[src/rtl/rng_reader_if.sv]
// rtl/rng_reader_if.sv - command, output stream and peripheral register bundle for rng_reader
//
// Purpose: groups every non-clock/reset signal of rng_reader.
//   master : the rng_reader side (drives cmd_ready, out_*, status and reg_* requests)
//   slave  : the environment side (command source, word consumer, LFSR peripheral)
// Signals:
//   cmd_valid/cmd_ready/cmd_seed_en/cmd_seed/cmd_count : command handshake
//   out_valid/out_ready/out_data                       : buffered word stream
//   busy/err_timeout/err_seed                          : status
//   reg_seed_we/reg_seed_di/reg_seed_do                : seed register
//   reg_dat_we/reg_dat_re/reg_dat_di/reg_dat_do/reg_dat_wait : data register

interface rng_reader_if #(
  parameter int COUNT_W = 8
);
  logic               cmd_valid;
  logic               cmd_ready;
  logic               cmd_seed_en;
  logic [31:0]        cmd_seed;
  logic [COUNT_W-1:0] cmd_count;

  logic               out_valid;
  logic               out_ready;
  logic [31:0]        out_data;

  logic               busy;
  logic               err_timeout;
  logic               err_seed;

  logic [3:0]         reg_seed_we;
  logic [31:0]        reg_seed_di;
  logic [31:0]        reg_seed_do;
  logic               reg_dat_we;
  logic               reg_dat_re;
  logic [31:0]        reg_dat_di;
  logic [31:0]        reg_dat_do;
  logic               reg_dat_wait;

  modport master (
    input  cmd_valid, cmd_seed_en, cmd_seed, cmd_count, out_ready,
           reg_seed_do, reg_dat_do, reg_dat_wait,
    output cmd_ready, out_valid, out_data, busy, err_timeout, err_seed,
           reg_seed_we, reg_seed_di, reg_dat_we, reg_dat_re, reg_dat_di
  );

  modport slave (
    output cmd_valid, cmd_seed_en, cmd_seed, cmd_count, out_ready,
           reg_seed_do, reg_dat_do, reg_dat_wait,
    input  cmd_ready, out_valid, out_data, busy, err_timeout, err_seed,
           reg_seed_we, reg_seed_di, reg_dat_we, reg_dat_re, reg_dat_di
  );
endinterface

[src/rtl/rng_reader.sv]
// rtl/rng_reader.sv - bus initiator that seeds and reads an LFSR peripheral into a FWFT FIFO
//
// Purpose: accepts {seed_en, seed, count}, optionally writes and verifies the seed,
//   then issues one reg_dat_re per word, waits out reg_dat_wait (with timeout) and
//   buffers returned words for the consumer.
// Ports:
//   clk    : clock
//   resetn : asynchronous active-low reset
//   bus    : rng_reader_if.master (command, output stream, status, peripheral registers)

module rng_reader #(
  parameter int FIFO_DEPTH = 4,
  parameter int COUNT_W    = 8,
  parameter int TIMEOUT    = 255
) (
  input logic         clk,
  input logic         resetn,
  rng_reader_if.master bus
);
  localparam int PW = $clog2(FIFO_DEPTH);
  localparam int TW = (TIMEOUT < 2) ? 1 : $clog2(TIMEOUT + 1);

  typedef enum logic [2:0] {
    S_IDLE,
    S_SEED_WR,
    S_SEED_SETTLE,
    S_SEED_CHK,
    S_RD_REQ,
    S_RD_GAP,
    S_RD_WAIT
  } state_t;

  state_t             r_state;
  logic [31:0]        r_seed;
  logic [COUNT_W-1:0] r_count;
  logic [TW-1:0]      r_tmo;       // settle counter in SEED_SETTLE, wait counter in RD_WAIT
  logic [3:0]         r_seed_we;
  logic [31:0]        r_seed_di;
  logic               r_err_timeout;
  logic               r_err_seed;

  logic [31:0]        r_mem [FIFO_DEPTH];
  logic [PW-1:0]      r_wr_ptr;
  logic [PW-1:0]      r_rd_ptr;
  logic [PW:0]        r_fill;

  logic w_full;
  logic w_empty;
  logic w_push;
  logic w_pop;

  assign w_full  = (r_fill == (PW+1)'(FIFO_DEPTH));
  assign w_empty = (r_fill == '0);
  // A word is only ever requested when a slot is free, so a push never meets a full FIFO.
  assign w_push  = (r_state == S_RD_WAIT) && !bus.reg_dat_wait;
  assign w_pop   = !w_empty && bus.out_ready;

  assign bus.cmd_ready   = (r_state == S_IDLE);
  assign bus.busy        = (r_state != S_IDLE);
  assign bus.err_timeout = r_err_timeout;
  assign bus.err_seed    = r_err_seed;
  assign bus.reg_seed_we = r_seed_we;
  assign bus.reg_seed_di = r_seed_di;
  assign bus.reg_dat_we  = 1'b0;
  assign bus.reg_dat_di  = '0;
  // Decoded from registers only; being in RD_REQ with room is exactly one cycle.
  assign bus.reg_dat_re  = (r_state == S_RD_REQ) && !w_full;
  assign bus.out_valid   = !w_empty;
  assign bus.out_data    = w_empty ? '0 : r_mem[r_rd_ptr];

  always_ff @(posedge clk or negedge resetn) begin
    if (!resetn) begin
      r_state       <= S_IDLE;
      r_seed        <= '0;
      r_count       <= '0;
      r_tmo         <= '0;
      r_seed_we     <= '0;
      r_seed_di     <= '0;
      r_err_timeout <= 1'b0;
      r_err_seed    <= 1'b0;
    end else begin
      case (r_state)
        S_IDLE: begin
          if (bus.cmd_valid) begin
            r_seed        <= bus.cmd_seed;
            r_count       <= bus.cmd_count;
            r_err_timeout <= 1'b0;
            r_err_seed    <= 1'b0;
            if (bus.cmd_seed_en) begin
              r_seed_we <= 4'hF;
              r_seed_di <= bus.cmd_seed;
              r_state   <= S_SEED_WR;
            end else if (bus.cmd_count != '0) begin
              r_state <= S_RD_REQ;
            end
          end
        end
        S_SEED_WR: begin
          r_seed_we <= '0;
          r_tmo     <= '0;
          r_state   <= S_SEED_SETTLE;
        end
        S_SEED_SETTLE: begin
          // Two cycles for the peripheral to reload its LFSR before readback.
          if (r_tmo == TW'(1)) r_state <= S_SEED_CHK;
          else                 r_tmo   <= r_tmo + 1'b1;
        end
        S_SEED_CHK: begin
          if (bus.reg_seed_do != r_seed) begin
            r_err_seed <= 1'b1;
            r_state    <= S_IDLE;
          end else if (r_count == '0) begin
            r_state <= S_IDLE;
          end else begin
            r_state <= S_RD_REQ;
          end
        end
        S_RD_REQ: begin
          if (!w_full) r_state <= S_RD_GAP;
        end
        S_RD_GAP: begin
          // reg_dat_wait may still show the previous read's done here; ignore it.
          r_tmo   <= '0;
          r_state <= S_RD_WAIT;
        end
        S_RD_WAIT: begin
          if (!bus.reg_dat_wait) begin
            r_count <= r_count - 1'b1;
            r_state <= (r_count == COUNT_W'(1)) ? S_IDLE : S_RD_REQ;
          end else if (r_tmo == TW'(TIMEOUT - 1)) begin
            r_err_timeout <= 1'b1;
            r_state       <= S_IDLE;
          end else begin
            r_tmo <= r_tmo + 1'b1;
          end
        end
        default: r_state <= S_IDLE;
      endcase
    end
  end

  always_ff @(posedge clk or negedge resetn) begin
    if (!resetn) begin
      r_wr_ptr <= '0;
      r_rd_ptr <= '0;
      r_fill   <= '0;
    end else begin
      if (w_push) r_wr_ptr <= r_wr_ptr + 1'b1;
      if (w_pop)  r_rd_ptr <= r_rd_ptr + 1'b1;
      case ({w_push, w_pop})
        2'b10:   r_fill <= r_fill + 1'b1;
        2'b01:   r_fill <= r_fill - 1'b1;
        default: r_fill <= r_fill;
      endcase
    end
  end

  // Storage needs no reset: out_data is masked while the FIFO is empty.
  always_ff @(posedge clk) begin
    if (w_push) r_mem[r_wr_ptr] <= bus.reg_dat_do;
  end

endmodule

[src/flat_wrapper.sv]
// flat-port wrapper written by rule: the top's interface ports become plain ports
module rng_reader_flat 
#(
  parameter int FIFO_DEPTH = 4,
  parameter int COUNT_W    = 8,
  parameter int TIMEOUT    = 255
)
  (clk, resetn, bus_cmd_valid, bus_cmd_seed_en, bus_cmd_seed, bus_cmd_count, bus_out_ready, bus_reg_seed_do, bus_reg_dat_do, bus_reg_dat_wait, bus_cmd_ready, bus_out_valid, bus_out_data, bus_busy, bus_err_timeout, bus_err_seed, bus_reg_seed_we, bus_reg_seed_di, bus_reg_dat_we, bus_reg_dat_re, bus_reg_dat_di);
  rng_reader_if #(.COUNT_W(COUNT_W)) bus_i ();
  input logic clk;
  input logic resetn;
  input wire logic [$bits(bus_i.cmd_valid)-1:0] bus_cmd_valid;
  input wire logic [$bits(bus_i.cmd_seed_en)-1:0] bus_cmd_seed_en;
  input wire logic [$bits(bus_i.cmd_seed)-1:0] bus_cmd_seed;
  input wire logic [$bits(bus_i.cmd_count)-1:0] bus_cmd_count;
  input wire logic [$bits(bus_i.out_ready)-1:0] bus_out_ready;
  input wire logic [$bits(bus_i.reg_seed_do)-1:0] bus_reg_seed_do;
  input wire logic [$bits(bus_i.reg_dat_do)-1:0] bus_reg_dat_do;
  input wire logic [$bits(bus_i.reg_dat_wait)-1:0] bus_reg_dat_wait;
  output wire logic [$bits(bus_i.cmd_ready)-1:0] bus_cmd_ready;
  output wire logic [$bits(bus_i.out_valid)-1:0] bus_out_valid;
  output wire logic [$bits(bus_i.out_data)-1:0] bus_out_data;
  output wire logic [$bits(bus_i.busy)-1:0] bus_busy;
  output wire logic [$bits(bus_i.err_timeout)-1:0] bus_err_timeout;
  output wire logic [$bits(bus_i.err_seed)-1:0] bus_err_seed;
  output wire logic [$bits(bus_i.reg_seed_we)-1:0] bus_reg_seed_we;
  output wire logic [$bits(bus_i.reg_seed_di)-1:0] bus_reg_seed_di;
  output wire logic [$bits(bus_i.reg_dat_we)-1:0] bus_reg_dat_we;
  output wire logic [$bits(bus_i.reg_dat_re)-1:0] bus_reg_dat_re;
  output wire logic [$bits(bus_i.reg_dat_di)-1:0] bus_reg_dat_di;
  assign bus_i.cmd_valid = bus_cmd_valid;
  assign bus_i.cmd_seed_en = bus_cmd_seed_en;
  assign bus_i.cmd_seed = bus_cmd_seed;
  assign bus_i.cmd_count = bus_cmd_count;
  assign bus_i.out_ready = bus_out_ready;
  assign bus_i.reg_seed_do = bus_reg_seed_do;
  assign bus_i.reg_dat_do = bus_reg_dat_do;
  assign bus_i.reg_dat_wait = bus_reg_dat_wait;
  assign bus_cmd_ready = bus_i.cmd_ready;
  assign bus_out_valid = bus_i.out_valid;
  assign bus_out_data = bus_i.out_data;
  assign bus_busy = bus_i.busy;
  assign bus_err_timeout = bus_i.err_timeout;
  assign bus_err_seed = bus_i.err_seed;
  assign bus_reg_seed_we = bus_i.reg_seed_we;
  assign bus_reg_seed_di = bus_i.reg_seed_di;
  assign bus_reg_dat_we = bus_i.reg_dat_we;
  assign bus_reg_dat_re = bus_i.reg_dat_re;
  assign bus_reg_dat_di = bus_i.reg_dat_di;
  rng_reader #(.FIFO_DEPTH(FIFO_DEPTH), .COUNT_W(COUNT_W), .TIMEOUT(TIMEOUT)) u_core (.clk(clk), .resetn(resetn), .bus(bus_i));
endmodule
[config.mk]
export PLATFORM = sky130hd
export DESIGN_NAME = rng_reader_flat
export DESIGN_NICKNAME = d
export VERILOG_FILES = /design/src/rtl/rng_reader_if.sv /design/src/rtl/rng_reader.sv /design/src/flat_wrapper.sv
export SDC_FILE = /design/constraint.sdc
export NUM_CORES = 1
export LEC_CHECK = 0
export ABC_AREA = 1
export BUFFER_PORTS_ARGS = -buffer_cell sky130_fd_sc_hd__buf_2
export CELL_PAD_IN_SITES_DETAIL_PLACEMENT = 1
export CELL_PAD_IN_SITES_GLOBAL_PLACEMENT = 1
export CORE_MARGIN = 1
export CORE_UTILIZATION = 38
export CTS_CLUSTER_DIAMETER = 200
export DETAILED_ROUTE_END_ITERATION = 8
export PLACE_DENSITY_LB_ADDON = 0.15
export SLEW_MARGIN = 10
export SYNTH_ARGS = -nofsm -noshare
export SYNTH_HDL_FRONTEND = slang
export SYNTH_SLANG_ARGS = --single-unit
[constraint.sdc]
create_clock -name clk -period 2.6 [get_ports clk]
set_input_delay 0.26 -clock clk [delete_from_list [all_inputs] [get_ports clk]]
set_output_delay 0.26 -clock clk [all_outputs]
set_load 0.03 [all_outputs]
======== After elaboration in Yosys (flattened, before gate mapping) ========
Memory sizes are Yosys's and may differ from the RTL's.
Index checks and enable logic that the tools add are counted.
storage, ports and cells
  register bits ........................... 96
  bits in latches ......................... 0
  RAM bits ................................ 128
  bits in read-only memories .............. 0
  input port bits ......................... 110
  output and inout port bits .............. 107
  logic and storage cells ................. 99
  memories kept ........................... 1
memory list
  name          words  bits a word  rd ports  clocked after memory_dff  write ports  RTL line          RTL
  u_core.r_mem  4      32           1         0                         1            rng_reader.sv:42  logic [31:0] r_mem [FIFO_DEPTH];
operators by class
  add/sub/neg operators ................... 6
  multiply operators ...................... 0
  div/mod/pow operators ................... 0
  order comparisons ....................... 0
  equality and inequality tests ........... 25
  shifts and indexed selects .............. 0
  muxes and demuxes ....................... 31
  bitwise operators ....................... 0
  reductions and logical operators ........ 25
operators by type and width
  kind                                                  number
  2-to-1 mux 8 bit                                      5
  2-to-1 mux 32 bit                                     1
  inequality test 32 bit                                1
  2-to-1 mux 3 bit                                      10
  one-hot mux 8 bit (3 select lines)                    1
  one-hot mux 3 bit (7 select lines)                    1
  equality test 8 x 1 -> 1 bit (second input constant)  2
  inequality test 2 bit (second input constant)         8
  one-hot mux 8 bit (2 select lines)                    1
  equality test 3 bit (second input constant)           4
  AND reduction 3 bit                                   4
  adder 8 x 1 -> 8 bit (second input constant)          1
  equality test 8 bit (second input constant)           1
  zero test 8 bit                                       1
  2-to-1 mux 4 bit                                      2
  one-hot mux 4 bit (2 select lines)                    1
  AND reduction 4 bit                                   2
  nonzero test 2 bit                                    4
  nonzero test 8 bit                                    1
  subtractor 8 x 1 -> 8 bit (second input constant)     1
  equality test 3 x 2 -> 1 bit (second input constant)  2
  zero test 3 bit                                       2
  2-to-1 mux 1 bit                                      6
  one-hot mux 3 bit (2 select lines)                    1
  16 further kinds                                      24

======== Depth between registers and ports, before layout ========
Gate-level depths: netlist of the first run.
  depth after elaboration ................. 5
  depth in mapped cells ................... 12
  depth with buffers taken out ............ 12

======== Worst setup path before layout of the first run ========
OpenSTA, ideal clock, no wires.
  path type ............................... reg2reg
  from .................................... reg u_core.r_state[0]
  to ...................................... mem u_core.r_mem[0][0] (enable)
  library setup time ...................... 421 ps
  data arrival time ....................... 2348 ps
  data required time ...................... 2179 ps
  slack ................................... -170 ps
  stages on the path, launching flop included .. 8
  cells stage by stage .................... dfrtp_1 > inv_2 > nand2_2 > nor2_2 > inv_4 > nor2_8 > inv_6 > nor2_1
between the ends
  longest elaborated chain between the ends .. 4
RTL lines
  what                                    RTL line           RTL
  from (decl)                             rng_reader.sv:33   state_t r_state;
  from (signal assigned)                  rng_reader.sv:129  r_state <= (r_count == COUNT_W'(1)) ? S_IDLE : S_RD_REQ;
  equality test 3 bit                     rng_reader.sv:55   assign w_push = (r_state == S_RD_WAIT) && !bus.reg_dat_wait;
  logical AND 1 bit                       rng_reader.sv:55
  2-to-1 mux 1 bit                        rng_reader.sv:160  if (w_push) r_mem[r_wr_ptr] <= bus.reg_dat_do;
  2-to-1 mux 1 bit (implied by the code)  rng_reader.sv:160
  to (decl)                               rng_reader.sv:42
Every way passes these cells.

======== Worst setup path after layout of the first run ========
  from .................................... reg u_core.r_rd_ptr[0]
  to ...................................... out bus_out_data[18]
between the ends
  longest elaborated chain between the ends .. 2
RTL lines
  what                    RTL line            RTL
  from (decl)             rng_reader.sv:44    logic [PW-1:0] r_rd_ptr;
  from (signal assigned)  rng_reader.sv:149   if (w_pop) r_rd_ptr <= r_rd_ptr + 1'b1;
  memory (4 x 32 bit)     -
  2-to-1 mux 32 bit       rng_reader.sv:69    assign bus.out_data = w_empty ? '0 : r_mem[r_rd_ptr];
  to (decl)               flat_wrapper.sv:22  output wire logic [$bits(bus_i.out_data)-1:0] bus_out_data;
Every way passes these cells.

==> results by group, run 1 <==
Floorplan
  – Die outline area: 26900 µm²
  – Std cell rows: 58
  – Core outline area: 25500 µm²
  – Height of the die: 164 µm
  – Number of primary I/O pins: 217
  – Die width: 164 µm
  – Effective utilization at floorplan: 0.391

Critical path
  – Cells along the critical path: buf_4 > nor2_1 > nor2_1 > o21ai_0 > a21oi_1 > buf_2
  – Critical setup path kind: reg2out
  – Slowest cell on crit path: sky130_fd_sc_hd__dfrtp_2
  – Setup slack, reg-to-reg: 0.52 ns
  – WP data required: 2.34 ns
  – Crit-path max cell delay: 0.46 ns
  – Critical Path Sink Type: output port
  – Kind of start point of the critical path: register
  – Most prevalent standard cell on the critical path: sky130_fd_sc_hd__nor2_1
  – CP max FO: 23
  – Worst endpoint data arrival time: 2.06 ns

Drt
  – Average wire length per cell after detail routing: 16.0 µm
  – Total via count after detailed routing: 7380
  – Residual DRC: 0
  – Mean number of vias per cell: 4.69
  – Number of iterations in the first detailed-routing pass: 4
  – Routed WL: 25.1 mm
  – Number of design-rule violations left by the first detailed-router iteration: 278
  – Remaining antenna violation count after routing: 0

Synthesis
  – Main area contributors after synthesis: sky130_fd_sc_hd__edfxtp_1 (39%), sky130_fd_sc_hd__dfrtp_1 (23%), sky130_fd_sc_hd__nor2_1 (6.6%), sky130_fd_sc_hd__o21ai_0 (6.6%), sky130_fd_sc_hd__nand2_1 (6.0%)
  – Share of the yosys chip area belonging to registers: 0.619
  – Number of distinct library cell variants in the gate-level netlist after synthesis: 37
  – Most common library cells after synthesis: sky130_fd_sc_hd__nor2_1 (175), sky130_fd_sc_hd__nand2_1 (159), sky130_fd_sc_hd__o21ai_0 (131)
  – Top cell type's share of synthesized area: 0.386
  – Number of enable flip-flop cells after synthesis: 128
  – Prevailing post-synth register cell: sky130_fd_sc_hd__edfxtp_1
  – Post-synthesis cell type with the largest combined area: sky130_fd_sc_hd__edfxtp_1
  – Most instantiated library cell after synthesis: sky130_fd_sc_hd__nor2_1
  – Post-synthesis instance total: 987
  – Async set-or-reset flop fraction in the synthesized netlist: 0.421
  – Count of warnings emitted by yosys: 0
  – Syn_area_per_cell: 10.1 µm²
  – Synthesized flop and latch total: 221
  – Mapped Area: 9970 µm²

STA
  – Post-Route Skew: 0.0109 ns
  – Final-report hold violation count: 0
  – Max-Slew Margin vs Limit: 0.610
  – Total of endpoints with negative setup slack in the final report: 0
  – Fmax: 0.432 GHz
  – Slew @ Worst Pin: 0.581 ns
  – Min Tclk post-route: 2.32 ns
  – Max-slew violation count: 0
  – Setup repair after global routing missed its margin: false
  – Period Utilization, post-route: 0.891
  – Post-route worst hold slack: 0.0184 ns

CTS
  – Clock latency on the worst-skew pair: 0.51 ns
  – Clock root buffer: sky130_fd_sc_hd__clkbuf_16
  – Clock slew at the register clock pins of the worst setup and hold paths: 0.06 ns
  – Number of CTS-inserted buffers: 25
  – Number of clock sinks seen by CTS: 221
  – TritonCTS clock tree: yes
  – Number of buffers on the longest clock path: 3
  – Htree depth: 1

Status
  – Outcome: complete, no violations

Global route
  – Antenna violations before repair: 4
  – Number of global-route vias before repair: 7939
  – Global-route wire length before repair: 40.3 mm
  – Remaining Overflow, GRT: 0
  – Pin count of the biggest net entering global routing: 51
  – GR Util All Layers: 0.192

Power
  – Leakage component of the power: 5.54 nW
  – VDD IR-drop max: 0.712 mV
  – Power density over cell area: 1180 nW/µm²

Layout
  – Post-route insts no fill: 1574
  – Final core utilization: 0.492
  – Area of the multi-input gates: 3180 µm²
  – Sequential cell area: 6170 µm²
  – Layout overhead on the synthesized area: 25.7%
  – Count of nets after finishing: 1344
  – Fraction of final layout cells with drive strength greater than 1: 0.226
  – Fill cell total of the finished layout: 2855

Flow run
  – Total of max-cap violations: 0

Place
  – Final GP Congestion: 0.821
  – Dpl cells: 1479
  – Number of port buffers: 183
  – Hpwl dp: 17.0 mm

Min path
  – Class of the tightest hold or removal check: in2reg
==> layer usage <==
layer  track usage  part of all wire  vias up
li1              -                 -     3640
met1         0.230              0.43     3537
met2         0.341              0.50      154
met3        0.0439             0.053       45
met4        0.0585             0.022        4
met5             0            0.0013        -
==> placed cells by master, fill, tap and decap left out, types with 4 or more instances in the layout <==
master	n
sky130_fd_sc_hd__o21ai_0	131
sky130_fd_sc_hd__a21oi_1	40
sky130_fd_sc_hd__clkbuf_1	4
sky130_fd_sc_hd__dfrtp_1	92
sky130_fd_sc_hd__buf_2	182
sky130_fd_sc_hd__inv_2	4
sky130_fd_sc_hd__xor2_1	8
sky130_fd_sc_hd__xnor2_1	21
sky130_fd_sc_hd__buf_4	17
sky130_fd_sc_hd__dlygate4sd3_1	47
sky130_fd_sc_hd__ha_1	10
sky130_fd_sc_hd__nor2_1	171
sky130_fd_sc_hd__nor2_4	5
sky130_fd_sc_hd__nand2_1	159
sky130_fd_sc_hd__conb_1	33
sky130_fd_sc_hd__nand3_1	12
sky130_fd_sc_hd__inv_1	81
sky130_fd_sc_hd__clkinv_2	8
sky130_fd_sc_hd__mux2_4	15
sky130_fd_sc_hd__buf_12	5
sky130_fd_sc_hd__clkbuf_16	25
sky130_fd_sc_hd__bufinv_16	4
sky130_fd_sc_hd__nor3_1	6
sky130_fd_sc_hd__edfxtp_1	128
sky130_fd_sc_hd__nand2_2	4
==> final timing paths <==
path                                       startpoint                         end  cells after the start
setup / recovery                   u_core.r_rd_ptr[0]            bus_out_data[18]                      6
max in group asynchronous                      resetn           u_core.r_count[3]                      3
min in group asynchronous                      resetn  u_core.bus.reg_seed_di[13]                      2
hold / removal                       bus_cmd_seed[23]           u_core.r_seed[23]                      3
hold reg to reg            u_core.bus.reg_seed_di[19]  u_core.bus.reg_seed_di[19]                      2
setup reg to reg                    u_core.r_state[0]            u_core.r_fill[1]                     10
==> registers in the layout, summed over array words and instances, names as in the netlist <==
signal,flops
u_core.bus.err_seed,1
u_core.bus.err_timeout,1
u_core.bus.reg_seed_di,32
u_core.bus.reg_seed_we,1
u_core.r_count,8
u_core.r_fill,3
u_core.r_mem,128
u_core.r_rd_ptr,2
u_core.r_seed,32
u_core.r_state,3
u_core.r_tmo,8
u_core.r_wr_ptr,2
==> cell type report <==
cell class | count | area share
Inverter | 87 | 0.0267
Multi-Input combinational cell | 637 | 0.253
Timing Repair Buffer | 251 | 0.128
Tap cell | 330 | 0.0329
Antenna cell | 3 | 0.000599
Sequential cell | 221 | 0.493
Clock buffer | 29 | 0.0511
Clock inverter | 16 | 0.0143
==> per-stage QoR <==
step	instance area (µm²)	setup slack [ns]	TNS, ns	total power, mW
CTS	12500	0.257	0	15.0
finish	12500	0.283	0	14.8
global placement	11200	0.561	0	11.2
detailed placement	11200	0.500	0	11.4
floorplan	10100	-0.170	-21.70	9.46
global route	12500	0.159	0	15.8
==> power by group <==
| group | internal (mW) | total [mW] | switching (mW) |
|---|---|---|---|
| Sequential | 4.50 | 5.04 | 0.539 |
| Combinational | 2.02 | 6.24 | 4.23 |
| Clock | 2.15 | 3.52 | 1.37 |
| Total | 8.67 | 14.8 | 6.13 |
==> what timing repair did <==
item | 4_1_cts | 5_1_grt
endpoints found under the hold margin | 176 | 0
hold buffers | 47 | 0
setup buffers | 0 | 0
resized for setup | 0 | 0
setup endpoints to repair | 0 | 0
==> worst max-delay path, delay by kind of cell, from the launching register on <==
family	cells	cell delay (ns)
buf+inv	2	0.57
flops	1	0.46
compound gates	2	0.37
simple gates	2	0.16
==> cells by family (layout without fill, tap and decap cells) <==
group                    count (synthesis)  after routing  synth area share
flip-flops                             221            221             0.619
adder cells (fa/ha/maj)                 11             11            0.0146
other                                    1             36          0.000376
multiplexers                            15             15            0.0226
buffers and inverters                  161            383            0.0777
AND/OR/NAND/NOR                        371            371             0.149
AO/OA/AOI/OAI                          178            178            0.0908
XOR/XNOR                                29             29            0.0255
(Power assumes the default switching activity.)
==> run 2: changes to the inputs <==
- MAX_ROUTING_LAYER: default -> met4
==> run 2 against run 1 <==
Net effect:
- total power about the same
- register-to-register slack about the same
- worst hold slack better by 0.0032 ns
- clock power hardly changed
- non-clock buffer count is the same
- critical path type unchanged
- cell area about the same
==> results by group, run 2 (same netlist as run 1, synthesis figures left out) <==
Drt
  – Remaining antenna violation count after routing: 0
  – Met3 wirelength from detailed routing: 1.26 mm
  – Total met2 wirelength after detailed routing: 12.5 mm
  – Routed met1 length: 10.9 mm
  – Highest metal layer with signal wires: met4
  – Number of design-rule violations left by the first detailed-router iteration: 253
  – Total via count after detailed routing: 7381
  – Number of iterations in the first detailed-routing pass: 4
  – Routed WL: 25.1 mm
  – Mean number of vias per cell: 4.68
  – Residual DRC: 0
  – Average wire length per cell after detail routing: 15.9 µm

Critical path
  – Worst endpoint data arrival time: 2.05 ns
  – Critical Path Sink Type: output port
  – CP max FO: 23
  – Depth of the worst register-to-register path: 10
  – Critical setup path kind: reg2out
  – Kind of start point of the critical path: register
  – WP data required: 2.34 ns

Layout
  – Sequential cell area: 6170 µm²
  – Max FFs per register: 128
  – Reg with most FFs: u_core.r_mem
  – Area of the multi-input gates: 3180 µm²
  – Fill cell total of the finished layout: 2856
  – Layout overhead on the synthesized area: 25.8%
  – Most frequent standard cell in the layout excluding fill and tap cells: sky130_fd_sc_hd__buf_2
  – Count of nets after finishing: 1344
  – Fraction of final layout cells with drive strength greater than 1: 0.226
  – Leading cell types in the layout, fill and taps excluded: sky130_fd_sc_hd__buf_2 (182), sky130_fd_sc_hd__nor2_1 (171), sky130_fd_sc_hd__nand2_1 (159), sky130_fd_sc_hd__o21ai_0 (131), sky130_fd_sc_hd__edfxtp_1 (128)

CTS
  – Number of clock sinks seen by CTS: 221
  – Clock slew at the register clock pins of the worst setup and hold paths: 0.06 ns
  – Htree depth: 1
  – Number of buffers on the longest clock path: 3
  – Total setup buffers inserted after CTS: 0
  – Total of cells resized after clock tree synthesis: 0
  – Number of CTS-inserted buffers: 25
  – Clock root buffer: sky130_fd_sc_hd__clkbuf_16
  – TritonCTS clock tree: yes
  – Clock latency on the worst-skew pair: 0.51 ns

Place
  – Number of port buffers: 183
  – Hpwl dp: 17.0 mm
  – Final GP Congestion: 0.833

Floorplan
  – Core outline area: 25500 µm²
  – Std cell rows: 58
  – Effective utilization at floorplan: 0.391
  – Die width: 164 µm
  – Number of primary I/O pins: 217
  – Height of the die: 164 µm
  – Die outline area: 26900 µm²

Power
  – Sum of internal, switching and leakage power: 14.8 mW
  – Leakage component of the power: 5.54 nW
  – VDD IR-drop max: 0.711 mV
  – Power density over cell area: 1180 nW/µm²

Global route
  – Global-route wire length before repair: 40.2 mm
  – Pin count of the biggest net entering global routing: 51
  – Antenna violations before repair: 4
  – Remaining Overflow, GRT: 0
  – GR Util All Layers: 0.198
  – Number of global-route vias before repair: 7956

Min path
  – Class of the tightest hold or removal check: in2reg
  – Count of cells along the worst hold path: 3

STA
  – Post-Route Skew: 0.0117 ns
  – Slew @ Worst Pin: 0.581 ns
  – Setup repair after global routing missed its margin: false
  – Final-report hold violation count: 0
  – Total negative setup slack: 0 ns
  – Min Tclk post-route: 2.31 ns
  – Fmax: 0.432 GHz
  – Post-route worst hold slack: 0.0216 ns
  – Max-slew violation count: 0
  – Period Utilization, post-route: 0.889
  – Max-Slew Margin vs Limit: 0.610
  – Total of endpoints with negative setup slack in the final report: 0

Status
  – Outcome: complete, no violations

Flow run
  – Total of max-cap violations: 0
[run 2: cell count changes in the layout (fill, tap and decap cells not counted), sizes merged]
| cell | change |
|---|---|
| diode | +2 |
[run 2: worst max-delay path, cell delays in order, from the launching register on]
cell,delay (ns)
sky130_fd_sc_hd__dfrtp_2,0.46
sky130_fd_sc_hd__buf_4,0.31
sky130_fd_sc_hd__nor2_1,0.08
sky130_fd_sc_hd__nor2_1,0.08
sky130_fd_sc_hd__o21ai_0,0.09
sky130_fd_sc_hd__a21oi_1,0.28
sky130_fd_sc_hd__buf_2,0.26
[run 2: per-layer routing]
metal | global-route usage | vias to the layer above
met5 | - | -
met4 | 0.0585 | 0
met3 | 0.0386 | 39
met2 | 0.341 | 154
met1 | 0.233 | 3543
li1 | - | 3645
[run 2: per-stage QoR]
stage	util	std cells	area, µm²	setup WS, ns
after CTS	0.492	1571	12500	0.257
after floorplan	-	1019	10100	-0.170
after detailed placement	0.441	1479	11200	0.500
after global placement	0.441	1479	11200	0.561
final	0.492	1576	12500	0.288
after global routing	0.492	1575	12500	0.161
[run 2: timing repair]
item,in CTS,in global routing
endpoints found under the setup margin,0,0
hold buffers,47,0
hold endpoints to repair,176,0
[run 2: worst paths after layout]
| kind | to | start | slack, ns |
|---|---|---|---|
| worst max-delay path | bus_out_data[18] | u_core.r_rd_ptr[0] | 0.29 |
| worst min-delay path | u_core.r_seed[23] | bus_cmd_seed[23] | 0.02 |
| worst max register to register | u_core.r_fill[1] | u_core.r_state[0] | 0.52 |
| worst min register to register | u_core.bus.reg_seed_di[19] | u_core.bus.reg_seed_di[19] | 0.48 |
| max in group asynchronous | u_core.r_count[3] | resetn | 1.75 |
| min in group asynchronous | u_core.bus.reg_seed_di[13] | resetn | 0.22 |
[run 2: area by class of cell]
class / count / share of cell area
sequential: 221 / 0.492
multi-input combinational: 637 / 0.253
timing repair buffer: 251 / 0.128
clock buffer: 29 / 0.0511
tap: 330 / 0.0329
inverter: 87 / 0.0266
clock inverter: 16 / 0.0143
antenna: 5 / 0.000998
[run 2: power by group]
part           switching, mW  internal (mW)
registers              0.540           4.50
clock network           1.37           2.15
logic                   4.23           2.02
total                   6.14           8.67
==> run 3: changes to the inputs <==
- CTS_CLUSTER_DIAMETER: 200 -> 120
- REMOVE_ABC_BUFFERS: default -> 1
==> run 3 against run 2 <==
Net effect:
- clock power decreased by 4%
- first-iteration DRC count is 7.9% higher
- sequential power is 0.8% lower
- worst setup slack got worse by 0.014 ns
- total power is 1.2% lower
- wire length grew 0.49%
- register-to-register slack better by 0.02 ns
- critical endpoint is now bus_out_data[14]
==> results by group, run 3 (same netlist as run 1, synthesis figures left out) <==
Min path
  – Class of the tightest hold or removal check: in2reg
  – Worst hold path endpoint: u_core.r_seed[12]
  – Worst Min Path Start: bus_cmd_seed[12]
  – Count of cells along the worst hold path: 3

Global route
  – GR Util All Layers: 0.198
  – Remaining Overflow, GRT: 0
  – Number of global-route vias before repair: 8024
  – Pin count of the biggest net entering global routing: 66
  – Antenna violations before repair: 2
  – Global-route wire length before repair: 40.4 mm

STA
  – Final worst slack: 0.273 ns
  – Total of endpoints with negative setup slack in the final report: 0
  – Final-report hold violation count: 0
  – Max-slew violation count: 0
  – Fmax: 0.430 GHz
  – Setup repair after global routing missed its margin: false
  – Period Utilization, post-route: 0.895
  – Slew @ Worst Pin: 0.554 ns
  – Min Tclk post-route: 2.33 ns
  – Post-Route Skew: 0.00866 ns
  – Max-Slew Margin vs Limit: 0.631

Drt
  – Number of iterations in the first detailed-routing pass: 4
  – Residual DRC: 0
  – Remaining antenna violation count after routing: 0
  – Mean number of vias per cell: 4.73
  – Total via count after detailed routing: 7458
  – Average wire length per cell after detail routing: 16.0 µm
  – Routed WL: 25.2 mm
  – Number of design-rule violations left by the first detailed-router iteration: 273

Layout
  – Fraction of final layout cells with drive strength greater than 1: 0.225
  – Fill cell total of the finished layout: 2888
  – Layout overhead on the synthesized area: 26.3%
  – Reg with most FFs: u_core.r_mem
  – Most frequent standard cell in the layout excluding fill and tap cells: sky130_fd_sc_hd__buf_2
  – Count of nets after finishing: 1348
  – Max FFs per register: 128
  – Leading cell types in the layout, fill and taps excluded: sky130_fd_sc_hd__buf_2 (182), sky130_fd_sc_hd__nor2_1 (171), sky130_fd_sc_hd__nand2_1 (159), sky130_fd_sc_hd__o21ai_0 (131), sky130_fd_sc_hd__edfxtp_1 (128)

Flow run
  – Total of max-cap violations: 0

Place
  – Final GP Congestion: 0.801
  – Number of port buffers: 183
  – Post-Place Worst Slack: 0.526 ns
  – Hpwl dp: 16.4 mm

Critical path
  – Setup slack, reg-to-reg: 0.54 ns
  – Reg-to-reg endpoint: u_core.r_fill[2]
  – Start of the worst register-to-register path: u_core.r_state[0]
  – CP max FO: 46
  – WP data required: 2.34 ns
  – Kind of start point of the critical path: register
  – Critical setup path kind: reg2out
  – Worst endpoint data arrival time: 2.07 ns
  – Depth of the worst register-to-register path: 12
  – Critical Path Sink Type: output port

CTS
  – Number of buffers on the longest clock path: 3
  – Number of clock sinks seen by CTS: 221
  – Number of CTS-inserted buffers: 25
  – Clock root buffer: sky130_fd_sc_hd__clkbuf_16
  – TritonCTS clock tree: yes
  – Clock slew at the register clock pins of the worst setup and hold paths: 0.06 ns
  – Htree depth: 1
  – Clock latency on the worst-skew pair: 0.52 ns

Power
  – Power density over cell area: 1160 nW/µm²
  – VDD IR-drop max: 0.639 mV
  – Sum of internal, switching and leakage power: 14.6 mW
  – Leakage component of the power: 5.54 nW

Floorplan
  – Number of primary I/O pins: 217
  – Height of the die: 164 µm
  – Die outline area: 26900 µm²
  – Effective utilization at floorplan: 0.391
  – Die width: 164 µm
  – Std cell rows: 58
  – Core outline area: 25500 µm²

Status
  – Outcome: complete, no violations
run 3: cell count changes in the layout (fill, tap and decap cells not counted), sizes merged, moves of 2 or more:
| cell | before | now |
|---|---|---|
| buf | 204 | 200 |
| diode | 5 | 2 |
| bufinv | 4 | 2 |
| clkinv | 11 | 13 |
| clkbuf | 29 | 27 |
| dlygate4sd3 | 47 | 55 |
run 3: cell type report:
cell class,instances,area (µm²),area share
diodes,2,5.00,0.000398
repair buffers,255,1700,0.135
clock buffers,27,643,0.0511
clock inverters,18,143,0.0113
multi-input cells,637,3180,0.252
well taps,330,413,0.0328
inverters,87,334,0.0265
flip-flops and latches,221,6170,0.491
run 3: worst max-delay path by stage:
stage,start,endpoint,slack (ns),cells after the start
finish,u_core.r_rd_ptr[0],bus_out_data[14],0.27,5
global route,u_core.r_rd_ptr[1],bus_out_data[7],0.11,6
CTS,u_core.r_rd_ptr[1],bus_out_data[1],0.17,6
detailed placement,u_core.r_state[0],u_core.r_fill[2],0.53,12
global placement,u_core.r_state[0],u_core.r_fill[2],0.58,12
floorplan,u_core.r_fill[0],u_core.r_fill[1],-1.27,8
run 3: power by group:
| group | switching (mW) | internal (mW) | leakage, nW |
|---|---|---|---|
| clock network | 1.40 | 1.98 | 0.389 |
| registers | 0.507 | 4.50 | 2.30 |
| logic | 4.23 | 2.02 | 2.86 |
run 3: worst max-delay path, stage by stage (launching register included):
cell and delay, ns:
sky130_fd_sc_hd__dfrtp_2 0.42, sky130_fd_sc_hd__inv_2 0.27, sky130_fd_sc_hd__buf_12 0.26, sky130_fd_sc_hd__o21ai_0 0.14, sky130_fd_sc_hd__a21oi_1 0.22, sky130_fd_sc_hd__buf_2 0.23
run 3: metal layers:
| layer | GRT usage | share of wire | vias up |
|---|---|---|---|
| met5 | - | 0 | - |
| li1 | - | - | 3653 |
| met1 | 0.220 | 0.42 | 3599 |
| met2 | 0.360 | 0.51 | 168 |
| met4 | 0.0442 | 0.017 | 0 |
| met3 | 0.0419 | 0.054 | 38 |
run 3: per-stage QoR:
step           setup TNS (ns)  area, µm²  hold WS, ns  utilization  std cells
2_1_floorplan          -64.40       9650      -0.0356            -        945
3_3_place_gp                0      11200        0.299        0.441       1475
3_5_place_dp                0      11200        0.294        0.441       1475
4_1_cts                     0      12600      0.00316        0.494       1575
5_1_grt                     0      12600       0.0161        0.494       1577
6_report                    0      12600      0.00704        0.494       1577
run 3: timing repair:
| item | CTS | global route |
|---|---|---|
| endpoints found under the setup margin | 0 | 1 |
| buffers inserted | 0 | 0 |
| hold buffers | 55 | 0 |
| hold endpoints to repair | 201 | 0 |
| gates resized for setup | 0 | 1 |
